$ cat config.mk
export PLATFORM = sky130hd
export DESIGN_NAME = rotary_cursor
export DESIGN_NICKNAME = d
export VERILOG_FILES = /design/src/rtl/rotary_pkg.sv /design/src/rtl/rotary_accel.sv /design/src/rtl/rotary_cursor.sv
export SDC_FILE = /design/constraint.sdc
export NUM_CORES = 1
export LEC_CHECK = 0
export ABC_CLOCK_PERIOD_IN_PS = 4900
export CORE_MARGIN = 2
export CORE_UTILIZATION = 55
export DETAILED_ROUTE_END_ITERATION = 6
export GPL_TIMING_DRIVEN = 0
export PLACE_DENSITY = 0.82
export SLEW_MARGIN = 20
export SYNTH_ARGS = -nofsm -noshare
export SYNTH_HDL_FRONTEND = slang
export SYNTH_HIERARCHICAL = 1
export SYNTH_SLANG_ARGS = --single-unit
export TNS_END_PERCENT = 5
$ cat constraint.sdc
create_clock -name clk -period 4.9 [get_ports clk]
set_input_delay 1.47 -clock clk [delete_from_list [all_inputs] [get_ports clk]]
set_output_delay 1.47 -clock clk [all_outputs]
set_load 0.02 [all_outputs]
$ cat src/rtl/rotary_pkg.sv
// ---------------------------------------------------------------------------
// rotary_pkg
// Shared types for the rotary cursor slice.
//   state_t : acceleration FSM states (IDLE, SLOW, FAST)
//   dir_t   : direction of the most recent rotary event (DIR_CW, DIR_CCW)
// No ports (package).
// ---------------------------------------------------------------------------
package rotary_pkg;

  typedef enum logic [1:0] {
    IDLE = 2'd0,
    SLOW = 2'd1,
    FAST = 2'd2
  } state_t;

  // DIR_CCW is encoded as 1 so the raw ccw pulse can serve as the direction
  // bit whenever exactly one of cw/ccw is high.
  typedef enum logic {
    DIR_CW  = 1'b0,
    DIR_CCW = 1'b1
  } dir_t;

endpackage

$ cat src/rtl/rotary_accel.sv
// ---------------------------------------------------------------------------
// rotary_accel
// Interval timer plus IDLE/SLOW/FAST acceleration FSM. Produces the step size
// that the cursor applies to the event presented in the same cycle.
// Only instantiated when ROTARY_ACCEL_EN is defined.
// Ports:
//   clk     in   rising-edge clock
//   reset   in   asynchronous active-high reset
//   i_evt   in   1 = exactly one of cw/ccw is high this cycle
//   i_dir   in   direction of the event (0 = cw, 1 = ccw), valid with i_evt
//   o_step  out  step size for the current event (combinational)
// ---------------------------------------------------------------------------
module rotary_accel
  import rotary_pkg::*;
#(
  parameter int WIDTH       = 8,
  parameter int FAST_WINDOW = 500000,
  parameter int FAST_STEP   = 4
) (
  input  logic             clk,
  input  logic             reset,
  input  logic             i_evt,
  input  logic             i_dir,
  output logic [WIDTH-1:0] o_step
);

  localparam int              TW        = $clog2(FAST_WINDOW + 1);
  localparam logic [TW-1:0]    WINDOW    = TW'(FAST_WINDOW);
  localparam logic [WIDTH-1:0] STEP_ONE  = WIDTH'(1);
  localparam logic [WIDTH-1:0] STEP_FAST = WIDTH'(FAST_STEP);

  state_t        r_state, w_state_next;
  logic [TW-1:0] r_timer, w_timer_next;
  dir_t          r_last_dir, w_last_dir_next;
  dir_t          w_dir;
  logic          w_same_dir;
  logic          w_in_window;

  assign w_dir       = dir_t'(i_dir);
  assign w_same_dir  = (w_dir == r_last_dir);
  assign w_in_window = (r_timer < WINDOW);

  always_ff @(posedge clk or posedge reset) begin
    if (reset) begin
      r_state    <= IDLE;
      r_timer    <= '0;
      r_last_dir <= DIR_CW;
    end else begin
      r_state    <= w_state_next;
      r_timer    <= w_timer_next;
      r_last_dir <= w_last_dir_next;
    end
  end

  always_comb begin
    w_state_next    = r_state;
    w_timer_next    = r_timer;
    w_last_dir_next = r_last_dir;
    o_step          = STEP_ONE;

    if (i_evt) begin
      w_timer_next    = '0;
      w_last_dir_next = w_dir;
      case (r_state)
        IDLE: w_state_next = SLOW;
        SLOW: w_state_next = (w_same_dir && w_in_window) ? FAST : SLOW;
        FAST: begin
          if (w_same_dir && w_in_window) begin
            w_state_next = FAST;
            o_step       = STEP_FAST;
          end else begin
            w_state_next = SLOW;
          end
        end
        default: w_state_next = SLOW;
      endcase
    end else begin
      // Timer saturates at the window; the cycle it gets there the FSM
      // falls back to IDLE so a slow spin never inherits acceleration.
      if (w_in_window) begin
        w_timer_next = r_timer + TW'(1);
      end
      if (w_timer_next == WINDOW) begin
        w_state_next = IDLE;
      end
    end
  end

endmodule

$ cat src/rtl/rotary_cursor.sv
// ---------------------------------------------------------------------------
// rotary_cursor
// Cursor position register driven by rotary encoder event pulses, with a
// valid/ready change notification towards the display pipeline.
// Optional acceleration: define ROTARY_ACCEL_EN to compile in rotary_accel
// (IDLE/SLOW/FAST FSM + interval timer). Without it the step is always 1 and
// FAST_WINDOW / FAST_STEP have no effect.
// Ports:
//   clk         in   rising-edge clock
//   reset       in   asynchronous active-high reset
//   rotary_cw   in   single-cycle clockwise event pulse
//   rotary_ccw  in   single-cycle counter-clockwise event pulse
//   pos         out  registered cursor position (WIDTH bits)
//   pos_valid   out  position changed since last accepted transfer
//   pos_ready   in   consumer accepts pos when pos_valid && pos_ready
// ---------------------------------------------------------------------------
module rotary_cursor
  import rotary_pkg::*;
#(
  parameter int WIDTH       = 8,
  parameter int INIT        = 0,
  parameter int WRAP        = 0,
  parameter int FAST_WINDOW = 500000,
  parameter int FAST_STEP   = 4
) (
  input  logic             clk,
  input  logic             reset,
  input  logic             rotary_cw,
  input  logic             rotary_ccw,
  output logic [WIDTH-1:0] pos,
  output logic             pos_valid,
  input  logic             pos_ready
);

  logic [WIDTH-1:0] r_pos;
  logic             r_pos_valid;
  logic             w_evt;
  logic [WIDTH-1:0] w_step;
  logic [WIDTH:0]   w_sum;
  logic [WIDTH:0]   w_diff;
  logic [WIDTH-1:0] w_pos_cand;
  logic             w_change;

  // Both pulses together cancel out and count as no event.
  assign w_evt = rotary_cw ^ rotary_ccw;

`ifdef ROTARY_ACCEL_EN
  rotary_accel #(
    .WIDTH       (WIDTH),
    .FAST_WINDOW (FAST_WINDOW),
    .FAST_STEP   (FAST_STEP)
  ) u_accel (
    .clk    (clk),
    .reset  (reset),
    .i_evt  (w_evt),
    .i_dir  (rotary_ccw),
    .o_step (w_step)
  );
`else
  assign w_step = WIDTH'(1);

  // Acceleration parameters stay on the interface so both builds share one
  // instantiation template; they are intentionally not consumed here.
  logic w_unused_params;
  assign w_unused_params = ^{FAST_WINDOW[0], FAST_STEP[0]};
`endif

  // One extra bit on add/subtract exposes carry/borrow, which is exactly
  // the "would leave the range" condition needed for saturation.
  always_comb begin
    w_sum      = {1'b0, r_pos} + {1'b0, w_step};
    w_diff     = {1'b0, r_pos} - {1'b0, w_step};
    w_pos_cand = r_pos;
    if (rotary_cw) begin
      if (WRAP != 0 || !w_sum[WIDTH]) w_pos_cand = w_sum[WIDTH-1:0];
      else                             w_pos_cand = '1;
    end else begin
      if (WRAP != 0 || !w_diff[WIDTH]) w_pos_cand = w_diff[WIDTH-1:0];
      else                              w_pos_cand = '0;
    end
    // A saturated event that lands on the current value is not a change.
    w_change = w_evt && (w_pos_cand != r_pos);
  end

  always_ff @(posedge clk or posedge reset) begin
    if (reset) begin
      r_pos       <= WIDTH'(INIT);
      r_pos_valid <= 1'b0;
    end else if (w_change) begin
      // A change wins over a same-cycle acceptance: the new value is unseen.
      r_pos       <= w_pos_cand;
      r_pos_valid <= 1'b1;
    end else if (r_pos_valid && pos_ready) begin
      r_pos_valid <= 1'b0;
    end
  end

  assign pos       = r_pos;
  assign pos_valid = r_pos_valid;

endmodule

==> reports/results.ini <==
[synthesis]
synth.avg_cell_area_sq_um = 9.22
synth_top_cell_by_area = dfrtp_1
syn-num-nets = 100
synthesis.area_sq_um = 857
synth_top_area_share_pct = 26.3
synthArstFlopShare_pct = 100
yosysWarnings = 6
seq_area_frac_synth_pct = 26.3
ys_seq_elements = 9
synth_area_leaders = dfrtp_1, a21oi_1, buf_6, nand4_1, nor3_2
yosysUniqueCellTypes = 42
synth_edf_count = 0
synth_top_flop_cell = dfrtp_1
syn-instance-count = 93

[drt]
wl_per_cell_um = 16.4
drtAntennaViolNets = 0
drt-initial-drc-count = 27
vias_per_cell = 6.77
vias = 853
drt_pass1_iterations = 4
wirelength_um = 2070
drc = 0

[power]
clkPwrFrac_pct = 12.2
p_switching_uw = 242
combPwrFrac_pct = 59.5
pwr-share-seq_pct = 28.3
p_int_uw = 267
power_density_mw_per_mm2 = 493
peakVddDrop_uv = 299
p_leak_uw = 0.000404
switching_share_pct = 47.6

[die]
die_h_um = 43.5
rows = 14
fp.dieW_um = 43.5
start_util_pct = 57.6
ios = 14
fp.dieArea_sq_mm = 0.00189
core_area_sq_mm = 0.00149

[worst_setup_path]
critPathMaxFanout = 9
path_cells = clkdlybuf4s50_1
worstSetupEndpointType = output port
critical_path_class = reg -> out
slowest_delay_ps = 670
cpMaxStageDelayCell = clkdlybuf4s50_1
cp_top_family = buffers and inverters
crit_arrival_ps = 1480
start_kind = flop
cp_data_required_time_ps = 3430
crit_buf_inv = 1

[final_layout]
syn2layout_area_growth_pct = 20.6
fin_nets = 118
stdcell_count = 126
fill_cells = 135
diodes = 0
drive_above_1_share_pct = 20.9

[clock_network]
htree_levels = 1
post_cts_buffers = 0
numCtsBuffers = 3
tritoncts = done
clock_latency_ps = 270
cts_max_path_buffers = 2
cts.sinks = 9
cts.repair.resized = 0
postCtsHoldBufs = 0
cts_root_buffer = clkbuf_4
clk_pin_slew_ps = 60

[placed_design]
dp_hpwl_um = 1530
dp_cells = 122
gp_congestion = 0.941
io_buffer_count = 13

[timing]
clock_skew_ps = 1.83
setup_tns_ps = 0
rsz0062_at_grt = no
clock.fmax_ghz = 0.339
slew_headroom_pct = 73.6
holdWs_ps = 497
setup_viol = 0
period_minus_slack_ps = 2950
finalHoldViolCount = 0
tightest_slew_ps = 395
finalCritPeriodShare_pct = 60.1
drv_slew = 0

[global_route]
grt_max_degree = 11
grtUsageTotal_pct = 24.2
grt_antenna_before_repair = 0
grt_pass1_wl_um = 3240
overflow = 0
grt_pass1_vias = 692

[outcome]
outcome = completed

[worst_hold_path]
hp-class = reg -> reg

[job]
drv_cap = 0

metal layers:
metal / global-route usage (%) / part of all wire (%) / vias to the layer above
li1: - / - / 389
met1: 31.9 / 42 / 413
met2: 37.3 / 48 / 46
met3: 3.75 / 7.3 / 5
met4: 14.5 / 2.7 / 0
met5: 0 / 0 / -
per-stage QoR:
stage                     cell area, sq um  power, uW  utilization, %  setup WS (ps)
final                                 1030        509            69.4           1950
after global routing                  1030        539            69.4           1910
after CTS                             1030        507            69.4           1950
after detailed placement              1010        444            67.6           1830
after global placement                1010        442            67.6           1850
after floorplan                        857        346               -           2490
cell usage after synthesis, types with 2 or more instances:
cell	count
dfrtp_1	9
nand2_1	8
a21oi_1	7
nor2_1	6
nand4_1	5
a31oi_1	4
inv_1	4
nand2b_1	4
a21o_1	3
buf_4	3
buf_6	3
nor3_2	3
a22o_1	2
and3_1	2
ha_1	2
mux2i_1	2
kinds of logic after synthesis:
family / count (synthesis) / synth area share [%]
simple gates: 41 / 33.4
flops: 9 / 26.3
compound gates: 27 / 25.1
mux: 2 / 2.34
fa+ha+maj: 2 / 2.92
xor+xnor: 1 / 1.02
buf+inv: 11 / 8.90
area by class of cell:
type | instances | area (sq um) | area share, %
inverter | 4 | 15.0 | 1.45
sequential | 9 | 225 | 21.8
buffer | 7 | 61.3 | 5.93
clock buffer | 4 | 26.3 | 2.54
tap | 16 | 20.0 | 1.94
timing repair buffer | 13 | 130 | 12.6
multi-input combinational | 73 | 556 | 53.8
cells in the final DEF, fill, tap and decap left out, drive strengths merged:
master	n
mux2i	2
and4	2
o2bb2ai	1
a22oi	1
clkbuf	4
o22ai	1
a21oi	8
nor4	1
nand2	8
a22o	2
a221o	1
a211oi	2
ha	2
a31oi	4
or3b	1
clkdlybuf4s50	13
or3	1
o41ai	1
inv	4
dfrtp	9
a32oi	2
nand3	1
xor2	1
and3	2
o32ai	1
nand2b	4
a21o	3
nor4b	2
nand4	6
nand3b	1
nor3	4
and2	2
buf	7
nor2	6
power groups by stage:
stage / Combinational [uW] / Sequential (uW) / Clock, uW
6_report: 303 / 144 / 62.0
5_1_grt: 325 / 149 / 65.2
4_1_cts: 301 / 143 / 63.5
3_3_place_gp: 299 / 143 / 0
2_1_floorplan: 177 / 169 / 0
3_5_place_dp: 300 / 145 / 0
registers in the layout, summed over array words and instances (netlist names):
name,count
pos,8
pos_valid,1
worst paths after layout:
| path | from | endpoint | slack [ps] | cells past startpoint |
|---|---|---|---|---|
| worst max-delay path | pos[4] | pos[4] | 1950 | 1 |
| worst min-delay path | pos_valid | pos_valid | 500 | 1 |
| worst max register to register | pos[0] | pos[6] | 3020 | 6 |
| worst min register to register | pos_valid | pos_valid | 500 | 1 |
| max in group asynchronous | reset | pos[2] | 3140 | 2 |
| min in group asynchronous | reset | pos[7] | 1490 | 2 |
No activity file was read; power rests on OpenSTA's default activity.
